`config.mk`:
```
export PLATFORM = sky130hd
export DESIGN_NAME = sbox_ti_layer
export DESIGN_NICKNAME = d
export VERILOG_FILES = /design/src/rtl/sbox_ti_layer.sv
export SDC_FILE = /design/constraint.sdc
export NUM_CORES = 2
export LEC_CHECK = 0
export CAP_MARGIN = 20
export CORE_AREA = 2 2 389 391
export CTS_BUF_LIST = sky130_fd_sc_hd__clkbuf_4 sky130_fd_sc_hd__clkbuf_8 sky130_fd_sc_hd__clkbuf_16
export CTS_CLUSTER_SIZE = 16
export DETAILED_ROUTE_END_ITERATION = 6
export DIE_AREA = 0 0 391 393
export SYNTH_ARGS = -nofsm -noshare
export SYNTH_HDL_FRONTEND = slang
export SYNTH_SLANG_ARGS = --single-unit
```
`constraint.sdc`:
```
create_clock -name clk -period 2.8 [get_ports clk]
set_input_delay 0.84 -clock clk [delete_from_list [all_inputs] [get_ports clk]]
set_output_delay 0.84 -clock clk [all_outputs]
set_load 0.03 [all_outputs]
```
`src/rtl/sbox_ti_layer.sv`:
```
// sbox_ti_layer: serialised 3-share threshold implementation of the 5-bit
// quadratic Fides S-box. A shared state of NUM_SBOX S-boxes is rotated
// through LANES S-box instances per cycle; the share registers are the TI
// register stage between nonlinear layers.
//
// Ports:
//   clk, rst_n                  clock, synchronous active-low reset
//   in_valid / in_ready         input handshake (in_ready high only in IDLE)
//   in_a1, in_a2, in_a3         input shares, S-box k at bits [5k+4:5k]
//   rnd                         10 bits per lane: r0 = [10j+4:10j], r1 = [10j+9:10j+5]
//   out_valid / out_ready       output handshake (out_valid high only in DONE)
//   out_y1, out_y2, out_y3      output shares, zero whenever out_valid is low
module sbox_ti_layer #(
  parameter int unsigned NUM_SBOX = 32,
  parameter int unsigned LANES    = 4,
  parameter int unsigned REMASK   = 0
) (
  input  logic                    clk,
  input  logic                    rst_n,
  input  logic                    in_valid,
  output logic                    in_ready,
  input  logic [5*NUM_SBOX-1:0]   in_a1,
  input  logic [5*NUM_SBOX-1:0]   in_a2,
  input  logic [5*NUM_SBOX-1:0]   in_a3,
  input  logic [10*LANES-1:0]     rnd,
  output logic                    out_valid,
  input  logic                    out_ready,
  output logic [5*NUM_SBOX-1:0]   out_y1,
  output logic [5*NUM_SBOX-1:0]   out_y2,
  output logic [5*NUM_SBOX-1:0]   out_y3
);

  localparam int unsigned W  = 5 * NUM_SBOX;
  localparam int unsigned LW = 5 * LANES;
  localparam int unsigned C  = NUM_SBOX / LANES;
  localparam int unsigned CW = (C > 1) ? $clog2(C) : 1;

  localparam logic [1:0] ST_IDLE = 2'd0;
  localparam logic [1:0] ST_RUN  = 2'd1;
  localparam logic [1:0] ST_DONE = 2'd2;

  // Shared AND term: a*b split over the two shares handed to one component.
  function automatic logic qd(input logic pa, input logic pb,
                              input logic qa, input logic qb);
    return (pa & pb) ^ (pa & qb) ^ (qa & pb);
  endfunction

  // One non-complete component function. p supplies the linear terms and the
  // square products, q the cross products; bit 4 = x0/y0, bit 0 = x4/y4.
  function automatic logic [4:0] f_share(input logic [4:0] p, input logic [4:0] q,
                                         input logic one);
    logic [4:0] y;
    y[4] = p[3] ^ p[2] ^ p[1]
         ^ qd(p[2], p[1], q[2], q[1]) ^ qd(p[3], p[0], q[3], q[0])
         ^ qd(p[4], p[1], q[4], q[1]) ^ qd(p[4], p[2], q[4], q[2]);
    y[3] = p[1] ^ p[4]
         ^ qd(p[2], p[0], q[2], q[0]) ^ qd(p[2], p[1], q[2], q[1])
         ^ qd(p[3], p[1], q[3], q[1]) ^ qd(p[3], p[2], q[3], q[2]);
    y[2] = p[3] ^ p[4]
         ^ qd(p[2], p[0], q[2], q[0]) ^ qd(p[2], p[1], q[2], q[1])
         ^ qd(p[4], p[0], q[4], q[0]) ^ qd(p[4], p[3], q[4], q[3]);
    y[1] = p[4]
         ^ qd(p[1], p[0], q[1], q[0]) ^ qd(p[3], p[2], q[3], q[2])
         ^ qd(p[4], p[0], q[4], q[0]) ^ qd(p[4], p[2], q[4], q[2]);
    y[0] = one ^ p[0] ^ p[3]
         ^ qd(p[2], p[0], q[2], q[0]) ^ qd(p[4], p[1], q[4], q[1]);
    return y;
  endfunction

  logic [1:0]    state_q, state_d;
  logic [CW-1:0] cnt_q, cnt_d;
  logic [W-1:0]  s1_q, s1_d, s2_q, s2_d, s3_q, s3_d;
  logic          in_ready_q, in_ready_d;
  logic          out_valid_q, out_valid_d;
  logic [LW-1:0] f1, f2, f3;

  // Lane datapath: share i is built only from shares i+1 and i+2.
  for (genvar j = 0; j < LANES; j++) begin : g_lane
    logic [4:0] r0, r1;
    assign r0 = (REMASK != 0) ? rnd[10*j +: 5]     : 5'd0;
    assign r1 = (REMASK != 0) ? rnd[10*j + 5 +: 5] : 5'd0;
    assign f1[5*j +: 5] = f_share(s2_q[5*j +: 5], s3_q[5*j +: 5], 1'b1) ^ r0;
    assign f2[5*j +: 5] = f_share(s3_q[5*j +: 5], s1_q[5*j +: 5], 1'b0) ^ r1;
    assign f3[5*j +: 5] = f_share(s1_q[5*j +: 5], s2_q[5*j +: 5], 1'b0) ^ r0 ^ r1;
  end

  // Next-state, counter and share-register update.
  always_comb begin
    state_d     = state_q;
    cnt_d       = cnt_q;
    s1_d        = s1_q;
    s2_d        = s2_q;
    s3_d        = s3_q;
    in_ready_d  = 1'b0;
    out_valid_d = 1'b0;
    case (state_q)
      ST_IDLE: begin
        if (in_valid) begin
          s1_d    = in_a1;
          s2_d    = in_a2;
          s3_d    = in_a3;
          cnt_d   = '0;
          state_d = ST_RUN;
        end
      end
      ST_RUN: begin
        // Rotate right by one lane group; results re-enter at the top so the
        // state returns to its original alignment after C cycles.
        s1_d = (W'(f1) << (W - LW)) | (s1_q >> LW);
        s2_d = (W'(f2) << (W - LW)) | (s2_q >> LW);
        s3_d = (W'(f3) << (W - LW)) | (s3_q >> LW);
        cnt_d = cnt_q + CW'(1);
        if (cnt_q == CW'(C - 1)) begin
          cnt_d   = '0;
          state_d = ST_DONE;
        end
      end
      ST_DONE: begin
        if (out_ready) begin
          // Do not retain consumed shares.
          s1_d    = '0;
          s2_d    = '0;
          s3_d    = '0;
          state_d = ST_IDLE;
        end
      end
      default: begin
        state_d = ST_IDLE;
      end
    endcase
    in_ready_d  = (state_d == ST_IDLE);
    out_valid_d = (state_d == ST_DONE);
  end

  // State registers with synchronous reset.
  always_ff @(posedge clk) begin
    if (!rst_n) begin
      state_q     <= ST_IDLE;
      cnt_q       <= '0;
      s1_q        <= '0;
      s2_q        <= '0;
      s3_q        <= '0;
      in_ready_q  <= 1'b1;
      out_valid_q <= 1'b0;
    end else begin
      state_q     <= state_d;
      cnt_q       <= cnt_d;
      s1_q        <= s1_d;
      s2_q        <= s2_d;
      s3_q        <= s3_d;
      in_ready_q  <= in_ready_d;
      out_valid_q <= out_valid_d;
    end
  end

  assign in_ready  = in_ready_q;
  assign out_valid = out_valid_q;
  // Gate each share separately so partial RUN state never reaches the port.
  assign out_y1 = s1_q & {W{out_valid_q}};
  assign out_y2 = s2_q & {W{out_valid_q}};
  assign out_y3 = s3_q & {W{out_valid_q}};

endmodule

```
== Word level (Yosys, flattened, before mapping) ==
Cells that the tools add are included.

* Register bits after elaboration: 487
* Bits in latches: 0
* Memory bits (writable): 0
* ROM bits: 0
* Input bits: 524
* Output and inout port bits: 482
* Logic and storage cells: 920
* Memories kept: 0

* Add/subtract/negate cells: 1
* Multiply operators: 0
* Divide/modulo/power cells: 0
* $lt $le $gt $ge: 0
* Equality and inequality tests: 6
* Shift-type cells: 0
* Multiplexer cells: 14
* Bitwise gates (word level): 886
* Reductions and logical operators: 6

{| class="wikitable"
|+ Operators by type and width
! kind !! count
|-
| one-hot mux 160 bit (3 select lines) || 3
|-
| two-way mux 160 bit || 4
|-
| XOR 1 bit || 516
|-
| bitwise AND 160 bit || 3
|-
| OR 160 x 140 -> 160 bit || 3
|-
| bitwise AND 1 bit || 360
|-
| two-way mux 2 bit || 3
|-
| two-way mux 3 bit || 2
|-
| one-hot mux 2 bit (3 select lines) || 1
|-
| one-hot mux 3 bit (2 select lines) || 1
|-
| equality test 2 bit (second input constant) || 2
|-
| zero test 2 bit || 2
|-
| != test 2 bit (second input constant) || 2
|-
| inverter 1 bit || 4
|-
| adder 3 x 1 -> 3 bit (second input constant) || 1
|-
| equality test 3 bit (second input constant) || 1
|-
| AND reduction 3 bit || 1
|-
| nonzero test 3 bit || 1
|-
| equality test 2 x 1 -> 1 bit (second input constant) || 1
|-
| AND reduction 2 bit || 1
|-
| nonzero test 2 bit || 1
|}

== Depth between registers and ports, before layout ==
* Depth after elaboration: 9
* Depth in mapped cells: 11
* Mapped depth without buffers: 7

== Worst setup path before layout ==
Ideal clock, no wire load.

* Kind: register to output
* Start point: register out_valid_q (netlist: out_valid)
* End point: output port out_y2[115]
* Arrival time: 1613 ps
* Data required time: 1960 ps
* Slack: 347 ps
* Stages on the path, launching flop included: 5
* Path buffers: 3
* Cells stage by stage: dfxtp_1 > clkbuf_1 > clkbuf_1 > clkbuf_1 > and2_1

* Cells in the longest elaborated chain, start to end: 1

{| class="wikitable"
|+ Ends and longest elaborated chain
! what !! line !! RTL
|-
| from (decl) || 74 || <nowiki>logic out_valid_q, out_valid_d;</nowiki>
|-
| from (signal assigned) || 152 || <nowiki>out_valid_q <= out_valid_d;</nowiki>
|-
| bitwise AND 160 bit || 160 || <nowiki>assign out_y2 = s2_q & {W{out_valid_q}};</nowiki>
|-
| to (decl) || 29 || <nowiki>output logic [5*NUM_SBOX-1:0] out_y2,</nowiki>
|}

Every way passes these cells.

== Final worst setup path ==
* Start point: register out_valid_q (netlist: out_valid)
* End point: output port out_y2[127]

The elaborated chain is that of the path after synthesis.

==> reports/qor.json <==
{
  "outcome": {
    "status": "finished, violations left",
    "violations": "design-rule violations, negative setup slack"
  },
  "job": {
    "cap_viol_max_count": 0
  },
  "sta": {
    "setup_viol": 56,
    "worst_pin_slew_ns": 0.738,
    "clock_skew_ns": 0.0380,
    "max_slew_vio_count": 0,
    "totalNegativeSetupSlack_ns": -0.875,
    "grt_setup_unrepaired": "yes",
    "slew_headroom_pct": 50.8,
    "timing.final.hold_violations": 0,
    "finalCritPeriodShare_pct": 101,
    "setup_ws_ns": -0.0395,
    "fmax_ghz": 0.352,
    "final_period_minus_worst_setup_slack_ns": 2.84
  },
  "worst_setup_path": {
    "ff2ff_setup_slack_ns": 0.10,
    "r2r_cells": 8,
    "worst_setup_path_endpoint": "out_y2[127]",
    "crit_start": "out_valid",
    "crit-reg2reg-capture": "s2_q[144]",
    "worstPathRequired_ns": 1.96,
    "timing.critical_path.from_type": "flop",
    "critPathMaxFanout": 7,
    "endpoint_kind": "output port",
    "worstSetupPathType": "flop to output port",
    "r2r-start": "s3_q[1]",
    "worst-endpoint-arrival_ns": 2.00
  },
  "power_and_ir_drop": {
    "seq_power_share_pct": 33.1,
    "combPwrFrac_pct": 33.2,
    "power.clock.fraction_pct": 33.7,
    "power.internal_mw": 17.6,
    "irDropWorstVdd_v": 0.000399,
    "power.switching_fraction_pct": 34.9,
    "powerDensity_mw_per_mm2": 527,
    "post-layout-total-power_mw": 27.1,
    "switchingPower_mw": 9.45,
    "leakage_dissipation_nw": 26.5
  },
  "cells_and_area": {
    "final_core_utilization_pct": 34.4,
    "final_net_count": 5147,
    "fillerInstances": 15216,
    "finish.cell_count_without_fillers": 6589,
    "area_growth_syn_to_layout_pct": 55.3,
    "drive_gt1_share_pct": 26.7
  },
  "placed_design": {
    "place_inst": 6384,
    "dp_hpwl_mm": 136,
    "gp_weighted_congestion": 0.886,
    "pre_cts_slack_ns": -0.283,
    "placement.io_buffers": 965
  },
  "grt": {
    "number_of_antenna_violations_at_the_first_check_in_global_routing": 40,
    "grt.total_usage_pct": 22.7,
    "gr-total-overflow": 0,
    "grt_pass1_vias": 32870,
    "pin_count_of_the_biggest_net_entering_global_routing": 178,
    "grt_first_pass_wirelength_mm": 252
  },
  "die": {
    "initial_core_util_pct": 22.2,
    "design.core.area_mm2": 0.149,
    "vert_die_dim_um": 393,
    "std_cell_rows": 142,
    "fp.dieW_um": 391,
    "top_level_ports": 1006,
    "die_area_mm2": 0.154
  },
  "clock_tree": {
    "clock_tree_from_tritoncts": "done",
    "ctsHtreeMaxLevel": 3,
    "root_cell_of_the_clock_tree": "sky130_fd_sc_hd__clkbuf_16",
    "clock_path_buffers": 3,
    "cts_made_buffers": 68,
    "clk_transition_reported_paths_ns": 0.06,
    "cts.sinks": 487,
    "hold_buffers": 0,
    "clk-insertion-delay-late_ns": 0.68
  },
  "yosys": {
    "synthArstFlopShare_pct": 0,
    "register_bit_total_from_synthesis": 487,
    "seq_area_frac_synth_pct": 29.5,
    "netlist_area_mm2": 0.0331,
    "synth-warning-count": 0,
    "netlist_instances": 3696,
    "synth_enable_flop_cells": 0,
    "synthFlopType": "sky130_fd_sc_hd__dfxtp_1",
    "synth.distinct_cells": 47,
    "netlist.area_leader.share_pct": 29.5,
    "avgSynthCellArea_um2": 8.95,
    "yosysMostFrequentCell": "sky130_fd_sc_hd__dfxtp_1",
    "yosys-top-cells-count": "sky130_fd_sc_hd__dfxtp_1 (487), sky130_fd_sc_hd__and2_1 (480), sky130_fd_sc_hd__and3_1 (436), sky130_fd_sc_hd__a211o_1 (427), sky130_fd_sc_hd__o211a_1 (422)",
    "yosysTopAreaCell": "sky130_fd_sc_hd__dfxtp_1",
    "synth_top_cells_by_area": "sky130_fd_sc_hd__dfxtp_1 (29%), sky130_fd_sc_hd__o211a_1 (13%), sky130_fd_sc_hd__a211o_1 (11%)",
    "synthesis.nets": 4274
  },
  "drt": {
    "drt_iter0_drc": 2990,
    "detail_route.wirelength_mm": 187,
    "vias_per_cell": 5.21,
    "dr.pass1.iters": 7,
    "route.detailed.drc": 1,
    "ant_nets": 0,
    "wl_per_cell_um": 28.4,
    "via_count": 34329
  },
  "min_path": {
    "hp-class": "flop to flop"
  }
}
==> cell usage in the layout (no fill, tap or decap), types with 72 or more instances in the layout <==
cell	n
sky130_fd_sc_hd__clkbuf_16	87
sky130_fd_sc_hd__a211o_1	427
sky130_fd_sc_hd__dfxtp_1	471
sky130_fd_sc_hd__nand2_1	113
sky130_fd_sc_hd__and2_4	239
sky130_fd_sc_hd__buf_6	193
sky130_fd_sc_hd__o211a_1	422
sky130_fd_sc_hd__a21oi_1	88
sky130_fd_sc_hd__and2_1	241
sky130_fd_sc_hd__buf_4	246
sky130_fd_sc_hd__xnor3_1	72
sky130_fd_sc_hd__xnor2_1	90
sky130_fd_sc_hd__and3_1	436
sky130_fd_sc_hd__buf_12	185
sky130_fd_sc_hd__o21ai_0	121
sky130_fd_sc_hd__clkdlybuf4s50_1	483
==> per-layer routing <==
metal / GRT usage [%] / part of all wire [%] / up-vias
met4: 7.96 / 4.0 / 28
met3: 6.01 / 7.5 / 336
li1: - / - / 15479
met2: 36.6 / 46 / 1326
met1: 29.0 / 42 / 17160
met5: 0 / 0.084 / -
==> cell families (layout without fill, tap and decap cells) <==
logic type	count (synthesis)	after routing	share of synthesized area (%)
adder cells (fa/ha/maj)	54	54	2.04
AO/OA/AOI/OAI	1205	1205	30.9
flip-flops	487	487	29.5
other	0	25	0
AND/OR/NAND/NOR	1214	1214	21.6
buffers and inverters	480	1404	5.72
multiplexers	50	50	1.65
XOR/XNOR	206	206	8.52
==> critical path, cell delays in order (launching register included) <==
cell and delay (ns):
sky130_fd_sc_hd__dfxtp_4 0.39, sky130_fd_sc_hd__buf_12 0.18, sky130_fd_sc_hd__buf_16 0.17, sky130_fd_sc_hd__buf_8 0.14, sky130_fd_sc_hd__clkbuf_16 0.15, sky130_fd_sc_hd__and2_4 0.14
sky130_fd_sc_hd__buf_6 0.13
==> worst min path at each step <==
stage / endpoint / from / slack [ns] / cells after the start
3_3_place_gp: s2_q[19] / s2_q[19] / 0.49 / 1
2_1_floorplan: s1_q[100] / s1_q[100] / 0.48 / 1
4_1_cts: s2_q[83] / s2_q[83] / 0.51 / 1
3_5_place_dp: s1_q[5] / s1_q[5] / 0.49 / 1
5_1_grt: s1_q[74] / s1_q[74] / 0.52 / 1
6_report: s3_q[32] / s3_q[32] / 0.51 / 1
==> final cells by class <==
cell class              count  area, um2  area share (%)
multi-input cells        2729      22100            43.1
repair buffers           1269      14600            28.4
flip-flops and latches    487       9770            19.0
well taps                1944       2430            4.74
clock buffers              96       2020            3.93
clock inverters            25        292           0.568
diodes                     25       62.6           0.122
inverters                  14       60.1           0.117
==> metrics by stage <==
stage	hold slack, ns	instance area (um2)
final	0.506	51400
after global routing	0.524	51300
after CTS	0.508	50400
after detailed placement	0.494	46500
after global placement	0.488	46500
after floorplan	0.477	33100
==> what timing repair did <==
item,CTS,global route
cloned,20,22
setup endpoints to repair,421,366
gates resized for setup,785,434
setup buffers,20,7
pin swaps,15,16
==> power by group through the flow <==
| stage | registers [mW] | clock network [mW] | logic, mW |
|---|---|---|---|
| floorplan | 8.39 | 0 | 5.48 |
| global placement | 9.03 | 0 | 8.88 |
| detailed placement | 9.05 | 0 | 8.93 |
| CTS | 8.92 | 9.40 | 8.98 |
| global route | 9.05 | 9.62 | 9.62 |
| finish | 8.96 | 9.14 | 8.98 |
==> sequential cells by signal, summed over array words and instances (netlist names) <==
| name | cells |
|---|---|
| s1_q | 160 |
| state_q | 2 |
| s3_q | 160 |
| in_ready | 1 |
| out_valid | 1 |
| s2_q | 160 |
| cnt_q | 3 |
Power figures use the tool's default switching activity.
